**config.mk**
```make
export PLATFORM = sky130hd
export DESIGN_NAME = cnt_display_ctrl
export DESIGN_NICKNAME = d
export VERILOG_FILES = /design/src/rtl/cnt_disp_pkg.sv /design/src/rtl/seg7_decode.sv /design/src/rtl/cnt_display_ctrl.sv
export SDC_FILE = /design/constraint.sdc
export NUM_CORES = 1
export LEC_CHECK = 0
export ABC_CLOCK_PERIOD_IN_PS = 3100
export CORE_UTILIZATION = 55
export DETAILED_ROUTE_END_ITERATION = 12
export HOLD_SLACK_MARGIN = 0.15
export PLACE_DENSITY = 0.81
export SLEW_MARGIN = 20
export SYNTH_ARGS = -nofsm -noshare
export SYNTH_HDL_FRONTEND = slang
export SYNTH_SLANG_ARGS = --single-unit
```
**constraint.sdc**
```tcl
create_clock -name clk -period 3.1 [get_ports clk]
set_input_delay 0.465 -clock clk [delete_from_list [all_inputs] [get_ports clk]]
set_output_delay 0.465 -clock clk [all_outputs]
set_load 0.02 [all_outputs]
```
**src/rtl/cnt_disp_pkg.sv**
```systemverilog
// -----------------------------------------------------------------------------
// cnt_disp_pkg
// Shared definitions for the decimal counter display controller:
//   - run-control state encoding (IDLE, RUN, PAUSE)
//   - active-low 7-segment patterns {g,f,e,d,c,b,a} for digits 0-9, plus blank
//   - number of display digits
// -----------------------------------------------------------------------------
package cnt_disp_pkg;

    typedef enum logic [1:0] {
        IDLE  = 2'd0,
        RUN   = 2'd1,
        PAUSE = 2'd2
    } state_t;

    localparam int NUM_DIGITS = 4;

    localparam logic [6:0] SEG_0     = 7'b1000000;
    localparam logic [6:0] SEG_1     = 7'b1111001;
    localparam logic [6:0] SEG_2     = 7'b0100100;
    localparam logic [6:0] SEG_3     = 7'b0110000;
    localparam logic [6:0] SEG_4     = 7'b0011001;
    localparam logic [6:0] SEG_5     = 7'b0010010;
    localparam logic [6:0] SEG_6     = 7'b0000010;
    localparam logic [6:0] SEG_7     = 7'b1111000;
    localparam logic [6:0] SEG_8     = 7'b0000000;
    localparam logic [6:0] SEG_9     = 7'b0010000;
    localparam logic [6:0] SEG_BLANK = 7'b1111111;

endpackage

```
**src/rtl/seg7_decode.sv**
```systemverilog
// -----------------------------------------------------------------------------
// seg7_decode
// Combinational BCD digit to active-low 7-segment pattern decoder.
// Any code outside 0-9 produces an all-off (blank) pattern, which the
// scanner relies on to blank a digit.
//
// Ports:
//   digit_i  in   4  BCD digit
//   seg_o    out  7  segments {g,f,e,d,c,b,a}, active-low
// -----------------------------------------------------------------------------
module seg7_decode
    import cnt_disp_pkg::*;
(
    input  logic [3:0] digit_i,
    output logic [6:0] seg_o
);

    always_comb begin
        seg_o = SEG_BLANK;
        case (digit_i)
            4'd0:    seg_o = SEG_0;
            4'd1:    seg_o = SEG_1;
            4'd2:    seg_o = SEG_2;
            4'd3:    seg_o = SEG_3;
            4'd4:    seg_o = SEG_4;
            4'd5:    seg_o = SEG_5;
            4'd6:    seg_o = SEG_6;
            4'd7:    seg_o = SEG_7;
            4'd8:    seg_o = SEG_8;
            4'd9:    seg_o = SEG_9;
            default: seg_o = SEG_BLANK;
        endcase
    end

endmodule

```
**src/rtl/cnt_display_ctrl.sv**
```systemverilog
// -----------------------------------------------------------------------------
// cnt_display_ctrl
// Run/pause/clear sequencer for a 4-digit BCD up counter (0000-9999) with a
// count-rate prescaler and a time-multiplexed common-anode display scanner.
//
// Build option: define LZ_BLANK_EN to blank leading zeros on the display
// (digit 0 is always shown). Counter outputs are identical in both builds.
//
// Parameters:
//   TICK_DIV  clk cycles per count increment (>= 2)
//   SCAN_DIV  clk cycles per digit-scan step (>= 2)
//
// Ports:
//   clk      in   1   system clock, rising edge
//   rst      in   1   asynchronous active-high reset
//   start    in   1   pulse: start / resume counting
//   stop     in   1   pulse: pause counting
//   clear    in   1   pulse: zero the count and stop
//   bcd      out  16  count, digit 3 in [15:12] .. digit 0 in [3:0]
//   seg      out  7   segments {g,f,e,d,c,b,a}, active-low
//   an       out  4   digit anodes, active-low one-hot
//   running  out  1   high while in RUN
//   wrap     out  1   one-cycle pulse on 9999 -> 0000 rollover
//
// State | meaning
// IDLE  | stopped, count held at 0000, prescaler zeroed
// RUN   | prescaler advancing, count increments on each tick
// PAUSE | count and prescaler frozen, resumes with partial period kept
// -----------------------------------------------------------------------------
module cnt_display_ctrl
    import cnt_disp_pkg::*;
#(
    parameter int TICK_DIV = 50_000_000,
    parameter int SCAN_DIV = 50_000
)
(
    input  logic        clk,
    input  logic        rst,
    input  logic        start,
    input  logic        stop,
    input  logic        clear,
    output logic [15:0] bcd,
    output logic [6:0]  seg,
    output logic [3:0]  an,
    output logic        running,
    output logic        wrap
);

    localparam int TICK_W = $clog2(TICK_DIV);
    localparam int SCAN_W = $clog2(SCAN_DIV);
    localparam logic [TICK_W-1:0] TICK_LAST = TICK_W'(TICK_DIV - 1);
    localparam logic [SCAN_W-1:0] SCAN_LAST = SCAN_W'(SCAN_DIV - 1);

    state_t              state_q, state_d;
    logic [TICK_W-1:0]   tick_cnt_q, tick_cnt_d;
    logic [15:0]         bcd_q, bcd_d;
    logic                wrap_q, wrap_d;
    logic [SCAN_W-1:0]   scan_cnt_q, scan_cnt_d;
    logic [1:0]          idx_q, idx_d;
    logic [3:0]          an_q, an_d;
    logic [6:0]          seg_q, seg_d;

    logic                tick;
    logic [15:0]         bcd_inc;
    logic                carry;
    logic [3:0]          dig;
    logic [3:0]          digit_raw;
    logic [3:0]          digit_dec;
    logic                lz_blank;

    // ------------------------------------------------------------------
    // Run-control FSM (clear > stop > start)
    // ------------------------------------------------------------------
    always_ff @(posedge clk or posedge rst) begin
        if (rst) begin
            state_q <= IDLE;
        end else begin
            state_q <= state_d;
        end
    end

    always_comb begin
        state_d = IDLE;
        case (state_q)
            IDLE: begin
                if (!clear && !stop && start) state_d = RUN;
                else                          state_d = IDLE;
            end
            RUN: begin
                if (clear)     state_d = IDLE;
                else if (stop) state_d = PAUSE;
                else           state_d = RUN;
            end
            PAUSE: begin
                if (clear)      state_d = IDLE;
                else if (stop)  state_d = PAUSE;
                else if (start) state_d = RUN;
                else            state_d = PAUSE;
            end
            default: state_d = IDLE;
        endcase
    end

    // ------------------------------------------------------------------
    // Count-rate prescaler
    // ------------------------------------------------------------------
    assign tick = (state_q == RUN) && (tick_cnt_q == TICK_LAST);

    always_comb begin
        tick_cnt_d = '0;
        case (state_q)
            RUN:     tick_cnt_d = tick ? '0 : tick_cnt_q + TICK_W'(1);
            PAUSE:   tick_cnt_d = tick_cnt_q;
            default: tick_cnt_d = '0;
        endcase
    end

    // ------------------------------------------------------------------
    // BCD cascade increment
    // ------------------------------------------------------------------
    always_comb begin
        bcd_inc = bcd_q;
        carry   = 1'b1;
        dig     = 4'd0;
        for (int i = 0; i < NUM_DIGITS; i++) begin
            dig = bcd_q[4*i +: 4];
            if (carry) begin
                if (dig == 4'd9) begin
                    bcd_inc[4*i +: 4] = 4'd0;
                end else begin
                    bcd_inc[4*i +: 4] = dig + 4'd1;
                    carry             = 1'b0;
                end
            end
        end
    end

    // The increment is judged against the current state, so a tick in the
    // same cycle as stop still counts; clear overrides it and suppresses wrap.
    always_comb begin
        bcd_d  = bcd_q;
        wrap_d = 1'b0;
        if (clear || !((state_q == RUN) || (state_q == PAUSE))) begin
            bcd_d = '0;
        end else if (tick) begin
            bcd_d  = bcd_inc;
            wrap_d = (bcd_q == 16'h9999);
        end
    end

    always_ff @(posedge clk or posedge rst) begin
        if (rst) begin
            tick_cnt_q <= '0;
            bcd_q      <= '0;
            wrap_q     <= 1'b0;
        end else begin
            tick_cnt_q <= tick_cnt_d;
            bcd_q      <= bcd_d;
            wrap_q     <= wrap_d;
        end
    end

    // ------------------------------------------------------------------
    // Display scanner (free-running)
    // ------------------------------------------------------------------
    always_comb begin
        scan_cnt_d = scan_cnt_q + SCAN_W'(1);
        idx_d      = idx_q;
        if (scan_cnt_q == SCAN_LAST) begin
            scan_cnt_d = '0;
            idx_d      = idx_q + 2'd1;
        end
    end

    assign digit_raw = bcd_q[{idx_q, 2'b00} +: 4];

`ifdef LZ_BLANK_EN
    // Blank a digit when it and every digit above it are zero; digit 0 never blanks.
    always_comb begin
        lz_blank = 1'b0;
        case (idx_q)
            2'd1:    lz_blank = (bcd_q[15:4]  == 12'h000);
            2'd2:    lz_blank = (bcd_q[15:8]  == 8'h00);
            2'd3:    lz_blank = (bcd_q[15:12] == 4'h0);
            default: lz_blank = 1'b0;
        endcase
    end
`else
    assign lz_blank = 1'b0;
`endif

    // A non-BCD code decodes to blank.
    assign digit_dec = lz_blank ? 4'hF : digit_raw;

    seg7_decode u_seg7_decode (
        .digit_i (digit_dec),
        .seg_o   (seg_d)
    );

    assign an_d = ~(4'b0001 << idx_q);

    // seg and an share one register stage so a digit never lands on the
    // wrong anode.
    always_ff @(posedge clk or posedge rst) begin
        if (rst) begin
            scan_cnt_q <= '0;
            idx_q      <= 2'd0;
            an_q       <= 4'b1110;
            seg_q      <= SEG_0;
        end else begin
            scan_cnt_q <= scan_cnt_d;
            idx_q      <= idx_d;
            an_q       <= an_d;
            seg_q      <= seg_d;
        end
    end

    assign bcd     = bcd_q;
    assign seg     = seg_q;
    assign an      = an_q;
    assign running = (state_q == RUN);
    assign wrap    = wrap_q;

endmodule

```
==> results.py <==
metrics = {
    "layout": {
        "area.growth.synth_to_final_pct": 17.0,
        "final_util": 0.679,
        "multi_input_area_um2": 2030,
        "drive_above_1_share": 0.0943,
        "nFillCells": 537,
        "seq_area_um2": 1860,
        "nets": 480,
        "diodes": 0,
    },
    "power": {
        "comb_power_share": 0.034,
        "ir_drop_v": 0.000362,
        "leakage_nw": 1.94,
        "p_total_mw": 1.85,
        "power_density_nw_per_um2": 393,
        "p_sw_frac": 0.222,
        "clock_power_share": 0.444,
        "power_frac_seq": 0.523,
        "p_int_mw": 1.44,
        "p_sw_uw": 411,
    },
    "global_route": {
        "antenna_found_initial": 0,
        "grt-ovfl-total": 0,
        "grt_pass1_wl_um": 14500,
        "grt_util_all_layers": 0.247,
        "grt_max_degree": 38,
        "grt_pass1_vias": 3067,
    },
    "setup_path": {
        "end_kind": "register",
        "crit_arrival_ns": 2.97,
        "rr_startpoint": "state_q[1]",
        "reg2reg_slack_ns": 0.39,
        "worstPathRequired_ns": 3.37,
        "cp-start-kind": "register",
        "slowest_delay_ns": 0.53,
        "crit_slowest_cell": "or4_1",
        "crit_fanout": 14,
        "reg2reg_depth": 7,
        "reg2reg_to": "bcd[2]",
        "path_class": "register to register",
        "path_cells": "inv_1 > ha_1 > or4b_4 > nor4_4 > nand2_2 > or4_1 > a21oi_1",
    },
    "yosys": {
        "synth_seq_cells": 74,
        "synth_top_area_share": 0.435,
        "synth.area.top_cells": "dfrtp_1 (43%), ha_1 (7.5%), xnor2_1 (5.0%), nor2_1 (3.9%), nand2_1 (3.3%)",
        "ys_top_cells_by_count": "dfrtp_1 (70), nor2_1 (42), nand2_1 (35), inv_1 (26), ha_1 (24)",
        "seq_area_frac_synth": 0.461,
        "synth-xor-area-share": 0.0630,
        "netlist_area_um2": 4030,
        "synthDistinctLibCells": 47,
        "async_reset_ff_frac": 1.00,
        "synthMuxAreaShare": 0.0373,
        "ys_dominant_reg_cell": "dfrtp_1",
        "synth-compound-area-share": 0.0801,
        "synthMostInstantiatedCell": "dfrtp_1",
        "synth_edf_count": 0,
        "yosys.area_share.simple": 0.249,
        "yosysWarnings": 0,
        "synth_top_family_by_area": "simple AND/OR/NAND/NOR gates",
        "synth_fa_ha_area_frac": 0.0745,
        "postSynthNetCount": 438,
        "yosys.area.top_type": "dfrtp_1",
        "synthCells": 409,
        "syn_area_per_cell_um2": 9.85,
    },
    "timing": {
        "worst_pin_slew_ns": 0.757,
        "timing.final.max_slew_violations": 0,
        "setup_viol": 0,
        "clock.fmax_ghz": 0.369,
        "skew_ns": 0.00538,
        "hold_violations": 0,
        "post-route-period-util": 0.873,
        "final.min_clock_period_ns": 2.71,
        "tns_ns": 0,
        "slew_headroom": 0.495,
        "rsz0062_at_grt": "false",
    },
    "clock_tree": {
        "postCtsSetupRepairBufs": 0,
        "clock-sinks": 74,
        "max-clock-path-buffers": 2,
        "hold_buffers": 0,
        "numCtsBuffers": 9,
        "cts_resized": 0,
        "insertion_delay_ns": 0.35,
        "h-tree-depth": 3,
        "clkTransAtPathRegs_ns": 0.08,
        "cts_tree": "done",
        "clockRootBuffer": "clkbuf_8",
    },
    "drt": {
        "routed-via-count": 3166,
        "wl_per_cell_um": 15.2,
        "drc_errors": 0,
        "drt-pass1-iter-count": 5,
        "drt_iter0_markers": 215,
        "drtAntennaViolNets": 0,
        "wirelength_um": 8420,
        "viasPerCell": 5.74,
    },
    "floorplanning": {
        "rows": 30,
        "core_area_um2": 6940,
        "die_y_um": 87.6,
        "dieArea_um2": 7670,
        "die_w_um": 87.6,
        "start_util": 0.580,
        "ios": 34,
    },
    "place": {
        "hpwl_um": 5970,
        "port_buffers": 33,
        "routabilityCongestion": 0.854,
    },
    "worst_hold_path": {
        "whs_endpoint": "scan_cnt_q[0]",
        "hp-start": "scan_cnt_q[0]",
        "min_path_cells": 1,
        "hold_class": "register to register",
    },
    "outcome": {
        "status": "finished, final reports clean",
    },
    "job": {
        "drv_cap": 0,
    },
}
## final cells by class
| class | instances | share of cell area |
|---|---|---|
| Tap cell | 96 | 0.0255 |
| Multi-Input combinational cell | 300 | 0.430 |
| Clock buffer | 10 | 0.0271 |
| Inverter | 26 | 0.0207 |
| Timing Repair Buffer | 40 | 0.0838 |
| Clock inverter | 6 | 0.0191 |
| Sequential cell | 74 | 0.394 |
## power groups by stage
stage          Sequential [mW]  Combinational, mW  Clock (mW)
6_report                 0.969             0.0624       0.823
5_1_grt                  0.970             0.0718       0.874
4_1_cts                  0.969             0.0647       0.839
3_5_place_dp             0.988             0.0641           0
3_3_place_gp             0.988             0.0633           0
2_1_floorplan            0.988             0.0390           0
## critical path: cells and delay by family, from the launching register on
family / cells / cell delay, ns
AOI/OAI and AO/OA: 1 / 0.16
adders and majority gates: 1 / 0.17
buffers and inverters: 1 / 0.09
DFF: 1 / 0.41
and+or+nand+nor: 4 / 1.80
## routing by layer
| layer | vias to the layer above | share of wire | GRT usage |
|---|---|---|---|
| met5 | - | 0 | 0 |
| met3 | 14 | 0.045 | 0.0679 |
| li1 | 1521 | - | - |
| met4 | 0 | 0.016 | 0.0849 |
| met1 | 1550 | 0.45 | 0.317 |
| met2 | 81 | 0.49 | 0.406 |
## cell usage in the layout, fill, tap and decap left out, types with 2 or more instances in the layout
cell             instances
a2111oi_0                2
a21oi_1                 18
a22oi_1                  3
a31oi_1                  3
and2_1                   2
and3_1                   5
and3b_1                  2
and4_1                   4
buf_4                    6
bufinv_16                2
clkbuf_8                 9
clkdlybuf4s50_1         33
dfrtp_1                 70
dfstp_2                  4
ha_1                    24
inv_1                   25
mux2_2                   2
mux2i_1                  6
mux4_2                   3
nand2_1                 35
nand2b_1                 3
nand3_1                 22
nand3b_1                 3
nand4_1                 13
nor2_1                  42
nor2b_1                  7
nor3_1                   8
nor4_1                   3
nor4_4                   2
nor4b_1                  3
o21a_1                   2
o21ai_0                 23
o41ai_1                  3
or3_1                   11
or4_1                    7
xnor2_1                 23
xor2_1                   6
## cell families after synthesis
group,count (synthesis)
AO/OA/AOI/OAI,56
XOR/XNOR,29
buffers and inverters,35
adder cells (fa/ha/maj),24
multiplexers,11
flip-flops,74
AND/OR/NAND/NOR,180
## sequential cells by signal (all words and copies together), names as in the netlist
name        count
bcd            16
tick_cnt_q     26
scan_cnt_q     16
an              4
state_q         2
seg             7
idx_q           2
wrap            1
## per-stage QoR
stage	area (um^2)	instances	worst slack, ns	hold WS (ns)
final	4720	552	0.393	0.467
after global routing	4720	552	0.265	0.505
after CTS	4720	552	0.412	0.473
after detailed placement	4500	536	0.404	0.463
after global placement	4500	536	0.517	0.446
after floorplan	4030	409	0.411	0.433
## worst max path at each step
stage | startpoint | to
after floorplan | state_q[1] | bcd[14]
after global placement | state_q[1] | bcd[2]
after detailed placement | state_q[1] | bcd[2]
after CTS | state_q[1] | bcd[2]
after global routing | state_q[1] | bcd[2]
final | state_q[1] | bcd[2]
No activity file was read; power rests on OpenSTA's default activity.
